$ cat src/rtl/tlc_pkg.sv
// ---------------------------------------------------------------------------
// tlc_pkg : shared definitions for the traffic-light controller.
//   TSEL_*      : time_sel encodings (green / yellow phase duration select)
//   light_t     : light command encodings driven by the sequencing FSM
//   GREEN_DEF   : green phase length in ticks after reset
//   YELLOW_DEF  : yellow phase length in ticks after reset
// ---------------------------------------------------------------------------
package tlc_pkg;

  localparam logic TSEL_GREEN  = 1'b0;
  localparam logic TSEL_YELLOW = 1'b1;

  typedef enum logic [1:0] {
    RED    = 2'b00,
    YELLOW = 2'b01,
    GREEN  = 2'b10
  } light_t;

  localparam int GREEN_DEF  = 30;
  localparam int YELLOW_DEF = 5;

endpackage

$ cat src/rtl/tick_prescaler.sv
// ---------------------------------------------------------------------------
// tick_prescaler : divides clk down to a one-cycle tick strobe.
//   clk   : clock, rising edge
//   reset : synchronous active-high reset, prescaler -> 0
//   clr   : restart the division period (prescaler -> 0)
//   tick  : combinational strobe, high while the prescaler is at TICK_DIV-1
// With TICK_DIV = 1 the prescaler never leaves 0, so tick is constantly 1.
// ---------------------------------------------------------------------------
module tick_prescaler #(
  parameter int TICK_DIV = 100_000_000
) (
  input  logic clk,
  input  logic reset,
  input  logic clr,
  output logic tick
);

  localparam int            PW   = (TICK_DIV > 1) ? $clog2(TICK_DIV) : 1;
  localparam logic [PW-1:0] LAST = PW'(TICK_DIV - 1);

  logic [PW-1:0] pre;

  assign tick = (pre == LAST);

  always_ff @(posedge clk) begin
    if (reset || clr) begin
      pre <= '0;
    end else if (tick) begin
      pre <= '0;
    end else begin
      pre <= pre + 1'b1;
    end
  end

endmodule

$ cat src/rtl/phase_timer.sv
// ---------------------------------------------------------------------------
// phase_timer : phase-duration timer, datapath partner of the light FSM.
//   clk         : clock, rising edge
//   reset       : synchronous active-high reset
//   load_enable : reload count with the duration chosen by time_sel
//   time_sel    : 0 = green duration, 1 = yellow duration
//   cfg_we      : write enable for the duration registers
//   cfg_sel     : 0 = write green duration, 1 = write yellow duration
//   cfg_data    : duration to write (0 is stored as 1)
//   timer_zero  : registered one-cycle pulse when a tick takes count 1 -> 0
//   time_left   : current count, for display
//   tick        : prescaler strobe, for debug/display
// ---------------------------------------------------------------------------
module phase_timer
  import tlc_pkg::*;
#(
  parameter int TICK_DIV   = 100_000_000,
  parameter int CNT_W      = 8,
  parameter int GREEN_DEF  = tlc_pkg::GREEN_DEF,
  parameter int YELLOW_DEF = tlc_pkg::YELLOW_DEF
) (
  input  logic             clk,
  input  logic             reset,
  input  logic             load_enable,
  input  logic             time_sel,
  input  logic             cfg_we,
  input  logic             cfg_sel,
  input  logic [CNT_W-1:0] cfg_data,
  output logic             timer_zero,
  output logic [CNT_W-1:0] time_left,
  output logic             tick
);

  localparam logic [CNT_W-1:0] GREEN_INIT  = CNT_W'(GREEN_DEF);
  localparam logic [CNT_W-1:0] YELLOW_INIT = CNT_W'(YELLOW_DEF);
  localparam logic [CNT_W-1:0] ONE         = CNT_W'(1);

  // A zero-length phase would never expire, so the shortest duration is 1.
  function automatic logic [CNT_W-1:0] sat_dur(input logic [CNT_W-1:0] v);
    return (v == '0) ? ONE : v;
  endfunction

  logic [CNT_W-1:0] green_dur;
  logic [CNT_W-1:0] yellow_dur;
  logic [CNT_W-1:0] count;

  // Every phase starts on a full tick period: a load restarts the prescaler.
  tick_prescaler #(
    .TICK_DIV (TICK_DIV)
  ) u_prescaler (
    .clk   (clk),
    .reset (reset),
    .clr   (load_enable),
    .tick  (tick)
  );

  // Duration registers. A load in the same cycle as a write still reads
  // the old value, so writes only affect later phases.
  always_ff @(posedge clk) begin
    if (reset) begin
      green_dur  <= GREEN_INIT;
      yellow_dur <= YELLOW_INIT;
    end else if (cfg_we) begin
      if (cfg_sel == TSEL_YELLOW) begin
        yellow_dur <= sat_dur(cfg_data);
      end else begin
        green_dur <= sat_dur(cfg_data);
      end
    end
  end

  // Down counter. The FSM leaves reset in NS-green without a load, so
  // reset itself loads the green default.
  always_ff @(posedge clk) begin
    if (reset) begin
      count <= GREEN_INIT;
    end else if (load_enable) begin
      count <= (time_sel == TSEL_YELLOW) ? yellow_dur : green_dur;
    end else if (tick && (count != '0)) begin
      count <= count - 1'b1;
    end
  end

  // Expiry pulse: only the 1 -> 0 transition fires, so a count parked at 0
  // stays silent, and a reload abandons the old phase without a pulse.
  always_ff @(posedge clk) begin
    if (reset || load_enable) begin
      timer_zero <= 1'b0;
    end else begin
      timer_zero <= tick && (count == ONE);
    end
  end

  assign time_left = count;

endmodule

$ cat config.mk
export PLATFORM = sky130hd
export DESIGN_NAME = phase_timer
export DESIGN_NICKNAME = d
export VERILOG_FILES = /design/src/rtl/tlc_pkg.sv /design/src/rtl/tick_prescaler.sv /design/src/rtl/phase_timer.sv
export SDC_FILE = /design/constraint.sdc
export NUM_CORES = 1
export LEC_CHECK = 0
export BUFFER_PORTS_ARGS = -buffer_cell sky130_fd_sc_hd__buf_2
export CAP_MARGIN = 20
export CORE_ASPECT_RATIO = 0.5
export CORE_UTILIZATION = 50
export CTS_BUF_LIST = sky130_fd_sc_hd__clkbuf_2
export CTS_CLUSTER_DIAMETER = 60
export DETAILED_ROUTE_END_ITERATION = 7
export GPL_TIMING_DRIVEN = 0
export PLACE_DENSITY_LB_ADDON = 0.2
export SKIP_CTS_REPAIR_TIMING = 1
export SLEW_MARGIN = 25
export SYNTH_ARGS = -nofsm -noshare
export SYNTH_HDL_FRONTEND = slang
export SYNTH_SLANG_ARGS = --single-unit
$ cat constraint.sdc
create_clock -name clk -period 2.13 [get_ports clk]
set_clock_uncertainty 0.15 [all_clocks]
set_input_delay 0.1065 -clock clk [delete_from_list [all_inputs] [get_ports clk]]
set_output_delay 0.1065 -clock clk [all_outputs]
set_load 0.01 [all_outputs]
* Word-level counts from Yosys, hierarchy flattened *
Index checks and enable logic that the tools add are counted.

operators by class
  reductions and logical operators = 9
  bitwise gates (word level) = 1
  multiplexer cells = 4
  equality and inequality tests = 2
  add/sub/neg operators = 2

operators by type and width
  operator                                           number
  two-way mux 8 bit                                  4
  adder 27 x 1 -> 27 bit (second input constant)     1
  == test 27 bit (second input constant)             1
  == test 8 x 1 -> 1 bit (second input constant)     1
  zero test 8 bit                                    1
  nonzero test 8 bit                                 1
  subtractor 8 x 1 -> 8 bit (second input constant)  1
  AND reduction 2 bit                                2
  logical AND 1 bit                                  2
  nonzero test 2 bit                                 1
  OR reduction 2 bit                                 1
  logical OR 1 bit                                   1
  inverter 1 bit                                     1

word-level totals
  register bits = 52
  bits of input ports = 14

* Depth between registers and ports, before layout *
  word-level depth = 4
  gate-level depth with buffers = 9

* Modules after synthesis *
A second synthesis with hierarchy kept.

unflattened totals
  cell total of the unflattened synthesis = 302
  area total of the unflattened synthesis = 2,652.5 µm²

modules (own cells, without submodules)
  module          area an instance (µm²)  instances  sequential area each (µm²)  cells an instance
  tick_prescaler  1,410.1                 1          540.5                       157
  phase_timer     1,242.4                 1          500.5                       145

* Worst setup path before layout *
OpenSTA, ideal clock, no wires.

  path type = flip-flop to flip-flop
  start = register u_prescaler.pre[0]
  end = register count[7], in the netlist time_left[7]
  data arrival time = 1.971 ns
  clock period less this slack = 2.248 ns
  setup time = 0.127 ns
  buffers on the path = 1
  stages on the path, launching flop included = 8
  setup slack = -0.118 ns
  cell sequence = dfxtp_1 > ha_1 > and4_1 > buf_2 > nand2_2 > nor4_2 > a211oi_1 > or3b_1

on the way
  longest elaborated chain between the ends = 3

RTL lines
  element                       RTL line              source
  from (decl)                   tick_prescaler.sv:21  logic [PW-1:0] pre;
  from (signal assigned)        tick_prescaler.sv:31  pre <= pre + 1'b1;
  == test 27 bit                tick_prescaler.sv:23  assign tick = (pre == LAST);
  logical AND 1 bit             phase_timer.sv:79     end else if (tick && (count != '0)) begin
  nonzero test 2 bit (no line)  --
  to (signal assigned)          phase_timer.sv:78     count <= (time_sel == TSEL_YELLOW) ? yellow_dur : green_dur;
  to (signal assigned)          phase_timer.sv:80     count <= count - 1'b1;
  to (decl)                     phase_timer.sv:45     logic [CNT_W-1:0] count;

Every way passes these cells.
A chain may end at the register's enable or synchronous reset.

* Worst setup path in the final report *
  start = register u_prescaler.pre[8]
  end = register count[4], in the netlist time_left[4]

Same word-level chain as after synthesis.

==> metrics.md <==
| Metric | Value |
|---|---|
| Run status | finished with violations |
| Failing checks | hold timing, setup timing |
| Register area | approximately 1100 um2 |
| Die width | 102 um |
| CP Launch Point | u_prescaler.pre[8]$_SDFF_PP0_ |
| Synth Net Count | roughly 310 |
| First-pass GRT wire length | 8540 um |
| Peak supply drop | 287 uV |
| Minimum clock period | 2.29 ns |
| CTS H-tree lvls | 2 |
| Via count | 2,240 |
| Netlist cell types | 48 |
| Reg2reg end | time_left[4]$_SDFFE_PP1P_ |
| Synth Cell Area | 2490 um2 |
| Ys Warns | 0 |
| Worst slew pin tran | 0.576 ns |
| Worst setup path end | time_left[4]$_SDFFE_PP1P_ |
| Critical path peak fanout | 7 |
| Hold Vio Cnt, Final | 1 |
| Initial drt markers | 66 |
| Initial Util | 0.542 |
| Max Fclk | 437 MHz |
| CTS clk-pin slew, worst paths | 0.26 ns |
| Clock tree buffer depth | 2 |
| Fillers | 400 |
| Worst Hold Class | in2reg |
| Root Buffer | clkbuf_2 |
| Num CTS Buffers | 5 |
| Router iterations before antenna repair | 4 |
| Setup crit end kind | flip-flop |
| Fin crit share | 1.07 |
| Reg-to-reg slack, setup | -0.16 ns |
| Gpl congestion | roughly 0.86 |
| R2R Path Start | u_prescaler.pre[8]$_SDFF_PP0_ |
| Startpoint Class | flip-flop |
| Nets | 360 |
| Worst Path Arrival | 2.52 ns |
| Mean Syn Cell Area | roughly 8.6 um2 |
| Pin count of the biggest net entering global routing | 16 |
| Total die area | 5290 um2 |
| Setup CP Type | reg2reg |
| Site row count | 17 |
| Clk_lat worst skew | roughly 0.44 ns |
| Detailed Route WL | 5480 um |
| CTS sink cnt | 52 |
| Leak pwr | 1.16 nW |
| Worst reg-to-reg path cell count | 6 |
| Post-Place Cells | around 380 |
| Final Util | 0.672 |
| Final hold slack | -0.00189 ns |
| ANT cells | 0 |
| Data required time of the worst path | 2.37 ns |
| Setup violations, final | 14 |
| Vias in the first global route | ~2,000 |
| CTS tree | yes |
| #FFs+latches synth | 52 |
| Area Growth Syn to Fin | 23.9% |
| Placeable Area | 4590 um2 |
| Relative slew slack | 0.616 |
| Filler-free cell count of the finished design | 409 |
| Power Density | 546 nW/um2 |
| Port Buf Inserts | 21 |
| Power Total | 1.69 mW |
| Post-synth EDFFs | 0 |
| Fin. max-slew vios | 0 |
| Remaining DRCs | 0 |
| Multi-input logic area | 1460 um2 |
| I/O pins | 24 |
| Average via count per standard cell | 5.48 |
| Overflow after GRT | 0 |
| Max Cap Viol | 0 |
| Antenna violations before repair | 0 |
| Mapped Cells | 289 |
| Synth async-reset ratio | 0 |
| Most used flip-flop cell after synthesis | dfxtp_1 |
| Total GRT Usage | 0.211 |
| Routed Antenna Nets | 0 |
| Post-DP HPWL | 3660 um |
| Wirelength per Cell | 13.4 um |
| Die height | slightly above 50 um |
| Sequential share of the synthesized area | 0.418 |
| Share of layout cells above drive strength 1 | 0.207 |
| Worst setup margin | -0.156 ns |
| RSZ-0062 raised after global routing | yes |
cells in the final DEF, fill, tap and decap left out, drive strengths merged, types with 7 or more instances in the layout:
cell / count
dfxtp: 52
nand4: 7
nand3: 13
xor2: 14
nor4: 8
xnor2: 10
dlygate4sd3: 14
mux2i: 11
nand2: 40
buf: 35
and3: 7
nor2: 38
clkbuf: 13
a21oi: 14
state kept, by name (all words and copies together) (netlist names):
signal,cells
timer_zero,1
time_left,8
yellow_dur,8
u_prescaler.pre,27
green_dur,8
worst min path at each step:
stage	start	endpoint	depth (start not counted)
after floorplan	cfg_data[2]	yellow_dur[2]$_SDFFE_PP1P_	2
after global placement	cfg_data[1]	green_dur[1]$_SDFFE_PP1P_	3
after detailed placement	cfg_data[1]	green_dur[1]$_SDFFE_PP1P_	3
after CTS	cfg_data[5]	yellow_dur[5]$_SDFFE_PP0P_	3
after global routing	cfg_we	yellow_dur[0]$_SDFFE_PP1P_	3
final	cfg_we	yellow_dur[3]$_SDFFE_PP0P_	4
cells in the mapped netlist, types with 2 or more instances:
cell type  count  area [um2]
nand3_1       13        65.1
or3_1          3        18.8
and3_1         7        43.8
xor2_1        14         123
o41ai_1        2        17.5
o211ai_1       3        22.5
xnor2_1       10        87.6
o31a_1         2        17.5
nor4_1         7        43.8
nor2_1        37         139
a21oi_1       14        70.1
nand2_1       39         146
dfxtp_1       52        1040
a31oi_1        2        12.5
nand4_1        6        37.5
o21ai_0        2        10.0
mux2i_1       11         110
nor3_1         5        25.0
a211oi_1       4        30.0
nor2b_1        4        25.0
or4_1          2        15.0
clkbuf_1       8        30.0
ha_1           4        50.1
buf_2          3        15.0
inv_1          6        22.5
mux2_2         3        33.8
and4_1         5        43.8
where the power goes:
group,internal (mW),switching (mW),leakage [nW],total (mW)
clock network,0.191,0.302,0.0380,0.493
logic,0.0784,0.0916,0.694,0.170
registers,1.00,0.0221,0.430,1.02
layout make-up:
type	count	share of cell area
clock inverter	3	0.0122
multi-input combinational	219	0.472
sequential	52	0.344
tap	66	0.0268
timing repair buffer	46	0.108
inverter	7	0.00933
buffer	11	0.0195
clock buffer	5	0.00811
metal layers:
metal  wire length, um  track usage  share of wire
met4                60       0.0810          0.011
met1              2480        0.247           0.45
met2              2660        0.383           0.49
met3               270       0.0484          0.049
met5                 0            0              0
critical path, cell delays in order, from the launching register on:
cell and delay (ns):
dfxtp_1 0.44, nor2_1 0.27, nand4_4 0.18, or3_4 0.42, buf_6 0.14, or4_1 0.47
a31oi_1 0.17
cells by family (layout without fill, tap and decap cells):
group / after synthesis / after routing / share of synthesized area
AO/OA/AOI/OAI: 35 / 35 / 0.0919
AND/OR/NAND/NOR: 142 / 142 / 0.299
adder cells (fa/ha/maj): 4 / 4 / 0.0201
XOR/XNOR: 24 / 24 / 0.0844
flip-flops: 52 / 52 / 0.418
buffers and inverters: 18 / 72 / 0.0286
multiplexers: 14 / 14 / 0.0578
per-stage QoR:
stage | area, um2 | TNS, ns | setup slack, ns | hold WS, ns
6_report | 3090 | -0.604 | -0.156 | -0.00189
5_1_grt | 3090 | -1.52 | -0.223 | 0.0164
2_1_floorplan | 2520 | -0.0195 | -0.0195 | 0.0807
3_5_place_dp | 2710 | -3.10 | -0.281 | 0.215
3_3_place_gp | 2710 | -1.93 | -0.203 | 0.205
4_1_cts | 2770 | -4.39 | -0.303 | -0.283
Power figures use the tool's default switching activity.
